==> src/rtl/mul_pkg.sv <==
// Shared types for the sequential shift-add multiplier: FSM state encoding
// and the iteration counter width helper.
package mul_pkg;

    typedef enum logic [1:0] {
        IDLE = 2'd0,
        RUN  = 2'd1,
        FIX  = 2'd2,
        DONE = 2'd3
    } state_t;

    // The counter must hold the value WIDTH itself, hence WIDTH+1.
    function automatic int cnt_width(input int width);
        return $clog2(width + 1);
    endfunction

endpackage

==> src/rtl/twos_abs.sv <==
// Combinational conditional two's-complement negate: o_y = i_en ? -i_x : i_x.
module twos_abs #(
    parameter int W = 32
) (
    input  logic         i_en,
    input  logic [W-1:0] i_x,
    output logic [W-1:0] o_y
);

    assign o_y = i_en ? ({W{1'b0}} - i_x) : i_x;

endmodule

==> src/rtl/seq_multiplier.sv <==
// Sequential shift-add multiplier with signed/unsigned mode, start/busy/done
// handshake and optional early exit once the remaining multiplier bits are zero.
module seq_multiplier
    import mul_pkg::*;
#(
    parameter int WIDTH      = 32,
    parameter bit EARLY_EXIT = 1'b0
) (
    input  logic                 clk,
    input  logic                 rst,
    input  logic                 start,
    input  logic                 signed_op,
    input  logic [WIDTH-1:0]     dataA,
    input  logic [WIDTH-1:0]     dataB,
    output logic                 busy,
    output logic                 done,
    output logic [2*WIDTH-1:0]   dataOut
);

    localparam int CNT_W = cnt_width(WIDTH);

    state_t               r_state;
    state_t               w_next;
    logic [2*WIDTH-1:0]   r_mcand;
    logic [WIDTH-1:0]     r_mplier;
    logic [2*WIDTH-1:0]   r_prod;
    logic [2*WIDTH-1:0]   r_data_out;
    logic                 r_neg;
    logic [CNT_W-1:0]     r_count;

    logic                 w_neg_a;
    logic                 w_neg_b;
    logic [WIDTH-1:0]     w_abs_a;
    logic [WIDTH-1:0]     w_abs_b;
    logic [2*WIDTH-1:0]   w_fix;
    logic [WIDTH-1:0]     w_mplier_next;
    logic                 w_last;

    assign w_neg_a       = signed_op & dataA[WIDTH-1];
    assign w_neg_b       = signed_op & dataB[WIDTH-1];
    assign w_mplier_next = r_mplier >> 1;

    // -2^(WIDTH-1) negates to itself, which is still the right unsigned magnitude.
    twos_abs #(.W(WIDTH)) u_abs_a (
        .i_en (w_neg_a),
        .i_x  (dataA),
        .o_y  (w_abs_a)
    );

    twos_abs #(.W(WIDTH)) u_abs_b (
        .i_en (w_neg_b),
        .i_x  (dataB),
        .o_y  (w_abs_b)
    );

    twos_abs #(.W(2 * WIDTH)) u_fix (
        .i_en (r_neg),
        .i_x  (r_prod),
        .o_y  (w_fix)
    );

    // Last RUN step: all WIDTH bits consumed, or nothing left to add.
    assign w_last = (r_count == CNT_W'(WIDTH - 1)) ||
                    (EARLY_EXIT && (w_mplier_next == '0));

    always_ff @(posedge clk) begin
        if (rst) begin
            r_state <= IDLE;
        end else begin
            r_state <= w_next;
        end
    end

    always_comb begin
        w_next = r_state;
        case (r_state)
            IDLE:    if (start) w_next = RUN;
            RUN:     if (w_last) w_next = FIX;
            FIX:     w_next = DONE;
            DONE:    w_next = start ? RUN : IDLE;
            default: w_next = IDLE;
        endcase
    end

    always_comb begin
        busy = (r_state == RUN) || (r_state == FIX);
        done = (r_state == DONE);
    end

    always_ff @(posedge clk) begin
        if (rst) begin
            r_mcand    <= '0;
            r_mplier   <= '0;
            r_prod     <= '0;
            r_data_out <= '0;
            r_neg      <= 1'b0;
            r_count    <= '0;
        end else begin
            case (r_state)
                IDLE, DONE: begin
                    if (start) begin
                        r_mcand  <= {{WIDTH{1'b0}}, w_abs_a};
                        r_mplier <= w_abs_b;
                        r_neg    <= signed_op & (dataA[WIDTH-1] ^ dataB[WIDTH-1]);
                        r_prod   <= '0;
                        r_count  <= '0;
                    end
                end
                RUN: begin
                    if (r_mplier[0]) begin
                        r_prod <= r_prod + r_mcand;
                    end
                    r_mcand  <= r_mcand << 1;
                    r_mplier <= w_mplier_next;
                    r_count  <= r_count + CNT_W'(1);
                end
                FIX: begin
                    r_data_out <= w_fix;
                end
                default: begin
                end
            endcase
        end
    end

    assign dataOut = r_data_out;

endmodule
==> config.mk <==
export PLATFORM = sky130hd
export DESIGN_NAME = seq_multiplier
export DESIGN_NICKNAME = d
export VERILOG_FILES = /design/src/rtl/mul_pkg.sv /design/src/rtl/twos_abs.sv /design/src/rtl/seq_multiplier.sv
export SDC_FILE = /design/constraint.sdc
export NUM_CORES = 1
export LEC_CHECK = 0
export ABC_AREA = 1
export ABC_CLOCK_PERIOD_IN_PS = 3950
export CORE_MARGIN = 2
export CORE_UTILIZATION = 35
export CTS_CLUSTER_SIZE = 30
export DETAILED_ROUTE_END_ITERATION = 6
export GPL_TIMING_DRIVEN = 1
export PLACE_DENSITY = 0.52
export SYNTH_ARGS = -nofsm -noshare
export SYNTH_HDL_FRONTEND = slang
export SYNTH_HIERARCHICAL = 1
export SYNTH_SLANG_ARGS = --single-unit
==> constraint.sdc <==
create_clock -name clk -period 3.95 [get_ports clk]
set_clock_uncertainty 0.2 [all_clocks]
set_input_delay 0.79 -clock clk [delete_from_list [all_inputs] [get_ports clk]]
set_output_delay 0.79 -clock clk [all_outputs]
set_load 0.005 [all_outputs]
## Word-level counts from Yosys, hierarchy flattened

Cells that the tools add are included.

- Register bits: 233
- Bits in latches: 0
- Bits in writable memories: 0
- Memory bits (read-only): 0
- Memories kept: 0

- Add/subtract/negate cells: 5
- Multipliers: 0
- Div/mod/pow operators: 0
- $lt $le $gt $ge: 0
- Eq/ne operators: 8
- Shift operators: 0
- Muxes and demuxes: 16
- Bitwise gates (word level): 4
- Reduce and logical (&&, ||, !) cells: 8

Operators by type and width:

| operator | number |
|---|---|
| $mux 64 | 4 |
| $pmux 64 s2 | 2 |
| $mux 32 | 3 |
| $add 64x64->64 | 1 |
| $pmux 32 s2 | 1 |
| $sub 1x32->32 const A | 2 |
| $sub 1x64->64 const A | 1 |
| $pmux 6 s2 | 1 |
| $ne 2x2->1 const B | 4 |
| $pmux 2 s4 | 1 |
| $add 6x1->6 const B | 1 |
| $eq 6x5->1 const B | 1 |
| $mux 6 | 1 |
| $reduce_and 2->1 | 3 |
| $eq 2x2->1 const B | 2 |
| $mux 2 | 2 |
| $and 1x1->1 | 3 |
| $reduce_and 3->1 | 1 |
| $eq 2x1->1 const B | 1 |
| $logic_not 2->1 | 1 |
| $reduce_bool 2->1 | 1 |
| $reduce_or 2->1 | 1 |
| $logic_or 1x1->1 | 1 |
| $mux 1 | 1 |
| $xor 1x1->1 | 1 |

## Longest topological paths before layout

- Depth after elaboration: 4
- Depth in mapped cells: 16

## Hierarchy

The synthesis kept the hierarchy.

By module, submodules not included:

| module | instances | cells an instance | area an instance (um2) |
|---|---|---|---|
| seq_multiplier | 1 | 2,386 | 14,610.3 |
| twos_abs (u_fix) | 1 | 498 | 2,411.1 |
| twos_abs (u_abs_a ...) | 2 | 225 | 1,052.3 |

## Least setup slack after synthesis

OpenSTA, ideal clock, no wires.

- Kind: flip-flop to flip-flop
- Start point: register r_prod[0]
- End point: register r_prod[48]
- Setup time: 0.132 ns
- Data arrival time: 1.865 ns
- Data required time: 3.618 ns
- Slack: 1.753 ns
- Cell stages (with the launch flop): 15
- Period minus slack after synthesis: 2.197 ns
- Cells stage by stage: dfxtp_1 ha_1 inv_1 fa_1 nand3b_1 nand2_1 nand2_1 nand2_1 nand2_1 nand2_1 nand3_1 nand3_1 nand2_1 nand3_1 a21oi_1

- Word-level cells in the longest chain between the ends: 3

Ends and longest elaborated chain:

| item | line | source |
|---|---|---|
| start: declaration | seq_multiplier.sv:26 | `logic [2*WIDTH-1:0] r_prod;` |
| start signal: assignment | seq_multiplier.sv:111 | `r_prod <= r_prod + r_mcand;` |
| $add 64x64->64 | seq_multiplier.sv:111 |  |
| $mux 64 | seq_multiplier.sv:110 | `if (r_mplier[0]) begin` |
| $pmux 64 s2 | seq_multiplier.sv:99 | `case (r_state)` |

Every way passes these cells. The select of a mux whose other input is x is not followed.
A chain may end at the register's enable or synchronous reset.

## Worst setup path after layout

- Start point: register r_state[0]
- End point: output busy

- Word-level cells in the longest chain between the ends: 2
- Elaborated cells between the ends (all ways): 3

Ends and longest elaborated chain:

| item | line | source |
|---|---|---|
| start: declaration | seq_multiplier.sv:22 | `state_t r_state;` |
| start signal: assignment | seq_multiplier.sv:70 | `r_state <= w_next;` |
| $eq 2x1->1 or $eq 2x2->1 (tied branches) | seq_multiplier.sv:86 | `busy = (r_state == RUN) \|\| (r_state == FIX);` |
| $logic_or 1x1->1 (*) | seq_multiplier.sv:86 |  |
| end: declaration | seq_multiplier.sv:15 | `output logic busy,` |

Every way passes the cells marked *; elsewhere a longest branch is shown, timed or not.

==> results.tsv <==
metric	value	unit
outcome	complete, no violations	
Setup TNS	0	ns
Post-Synthesis Cells	3334	
post-route cell area	21900	um^2
mean post-synth cell area	5.74	um^2
Ports	134	
Num CTS Buffers	29	
CORE AREA	53900	um^2
CTS H-tree depth	1	
worst path required time	2.96	ns
WL/cell	16.0	um
FILL cells	5946	
Post-Syn Nets	3474	
hold_sp	r_mplier[9]$_SDFFE_PP0P_	
post-synthesis sequential area ratio	0.244	
top-area cell type share of the netlist area	0.244	
clk sinks	233	
CTS tree	yes	
Tmin final	3.11	ns
Hold Path End	r_mplier[8]$_SDFFE_PP0P_	
number of global-route vias before repair	19469	
clock slew at reported path FFs	0.06	ns
Worst R2R Setup Slack	0.90	ns
GPL Wtd Cong	0.940	
DRC Markers	0	
Yosys warning count	6	
largest net degree at the start of global routing	139	
CP max FO	6	
setup bufs post-CTS	0	
worst vdd ir	368	uV
fin crit share	0.786	
IO Port Bufs	133	
FF-to-FF path depth	14	
EDFF count, synth	0	
number of max-cap violations	0	
placed instance area	21000	um^2
hpwl dp	52800	um
worst slew pin tran	1.01	ns
Leak	11.1	nW
antenna violations before repair	0	
layout cells sized above 1	0.0732	
cts hold-fix bufs	0	
DR pass1 iterations	5	
Synth area leader	dfxtp_1	
Synth top cells by count	1160 x nand2_1, 429 x nor2_1, 410 x inv_1, 233 x dfxtp_1, 200 x o21ai_0	
clock buffer depth	3	
Worst Setup End Kind	primary output	
# nets final	3546	
full die area	56500	um^2
RR Endpoint	r_prod[48]$_SDFFE_PP0P_	
Distinct cells, synth	50	
largest cells by area after synthesis	dfxtp_1 24%, nand2_1 23%, nor2_1 8.4%, inv_1 8.0%, o21ai_0 5.2%	
first-pass GRT wire length	105000	um
initial core utilization	0.355	
die width	238	um
worst min-delay path class	reg2reg	
worst-skew pair later-pin latency	0.58	ns
Critical R2R Launch	r_mcand[0]$_SDFFE_PP0P_	
Final setup viols	0	
Hold Path Depth	2	
Final Hold Violating Endpoints	0	
GRT Total Usage	0.232	
most used flip-flop cell after synthesis	dfxtp_1	
total grt overflow	0	
RSZ-0062 raised after global routing	false	
Vias per Instance	4.97	
Iteration-0 DRC Markers	1408	
n_diodes	0	
Final Max Tran Viols	0	
most frequent cell after synthesis	nand2_1	
Max Clk Rate	322	MHz
CTS root buffer	clkbuf_16	
Synth Cell Area	19100	um^2
Final ANT Viol Nets	0	
std cell rows	85	
FFs w/ async S/R, synth	0	
DIE HEIGHT	238	um
Routed WL	66100	um
register bit total from synthesis	233	
PD cells	552	nW/um^2
via count	20488	
Relative slew margins	0.324	
Crit Path Class	reg2out	
crit path DAT	2.12	ns
PostCTS Resize Cnt	0	
startpoint types	flip-flop	
area delta synth->final	14.7	%
==> cells by family (layout without fill, tap and decap cells) <==
family	count (synthesis)	after routing	synth area share
buffers and inverters	549	642	0.113
and+or+nand+nor	1959	1959	0.437
DFF	233	233	0.244
adders and majority gates	72	72	0.0475
xor gates and xnor gates	67	67	0.0307
AOI/OAI and AO/OA	454	454	0.128
==> per-stage QoR <==
stage	worst slack (ns)	hold WS, ns	power [W]	utilization	std cells
CTS	0.802	0.270	0.0122	0.407	4123
global route	0.596	0.295	0.0130	0.407	4123
detailed placement	0.500	0.268	0.00943	0.389	4071
global placement	0.522	0.254	0.00934	0.389	4071
floorplan	1.75	0.240	0.00742	-	3334
finish	0.844	0.269	0.0121	0.407	4123
==> state kept, by name, summed over array words and instances (netlist names) <==
| name | cells |
|---|---|
| dataOut | 64 |
| r_mcand | 64 |
| r_prod | 64 |
| r_mplier | 32 |
| r_count | 6 |
| r_state | 2 |
| r_neg | 1 |
==> where the power goes <==
group          internal (W)  switching, W
Clock               0.00155       0.00113
Sequential          0.00305      0.000661
Combinational       0.00201       0.00370
==> cells in the final DEF (no fill, tap or decap), types with 5 or more instances in the layout <==
cell	instances
o21ai_1	11
ha_1	69
inv_1	410
xnor2_1	34
clkbuf_1	6
clkdlybuf4s50_1	132
nor3_1	9
inv_2	27
or2_2	13
clkinv_1	5
nand4_1	25
nand3_2	14
a31oi_1	63
nand2_1	1159
nor2_1	429
clkinv_2	6
nand3_1	171
dfxtp_1	232
o21ai_0	200
nor3_2	7
nand2_2	40
xor2_1	33
o21ai_4	5
nor2_4	22
clkbuf_16	29
nor2_2	41
buf_4	11
nand3b_1	11
a21oi_1	158
==> critical path: stages, from the launching register on <==
cell and delay (ns):
dfxtp_1 0.45, inv_1 0.12, ha_1 0.43, clkdlybuf4s50_1 0.55
==> cell type report <==
type / count / area [um^2] / area share
sequential: 233 / 4670 / 0.213
tap: 696 / 871 / 0.0397
clock inverter: 13 / 129 / 0.00588
multi-input combinational: 2552 / 12300 / 0.562
inverter: 443 / 1670 / 0.0759
timing repair buffer: 147 / 1470 / 0.0670
clock buffer: 39 / 803 / 0.0366
==> worst max-delay path by stage <==
| stage | start | to | depth (start not counted) |
|---|---|---|---|
| final | r_state[0]$_SDFFE_PP0P_ | busy | 3 |
| after global routing | r_state[0]$_SDFFE_PP0P_ | r_prod[12]$_SDFFE_PP0P_ | 11 |
| after CTS | r_state[0]$_SDFFE_PP0P_ | busy | 3 |
| after detailed placement | start | r_prod[12]$_SDFFE_PP0P_ | 11 |
| after global placement | start | r_prod[26]$_SDFFE_PP0P_ | 11 |
| after floorplan | r_prod[0]$_SDFFE_PP0P_ | r_prod[48]$_SDFFE_PP0P_ | 14 |
==> metal layers <==
layer | vias up | track usage | wire [um]
met3 | 98 | 0.0194 | 2760
met5 | - | 0 | 0
li1 | 10603 | - | -
met2 | 458 | 0.390 | 29800
met1 | 9329 | 0.315 | 31700
met4 | 0 | 0.0701 | 1860
No activity file was read; power rests on OpenSTA's default activity.
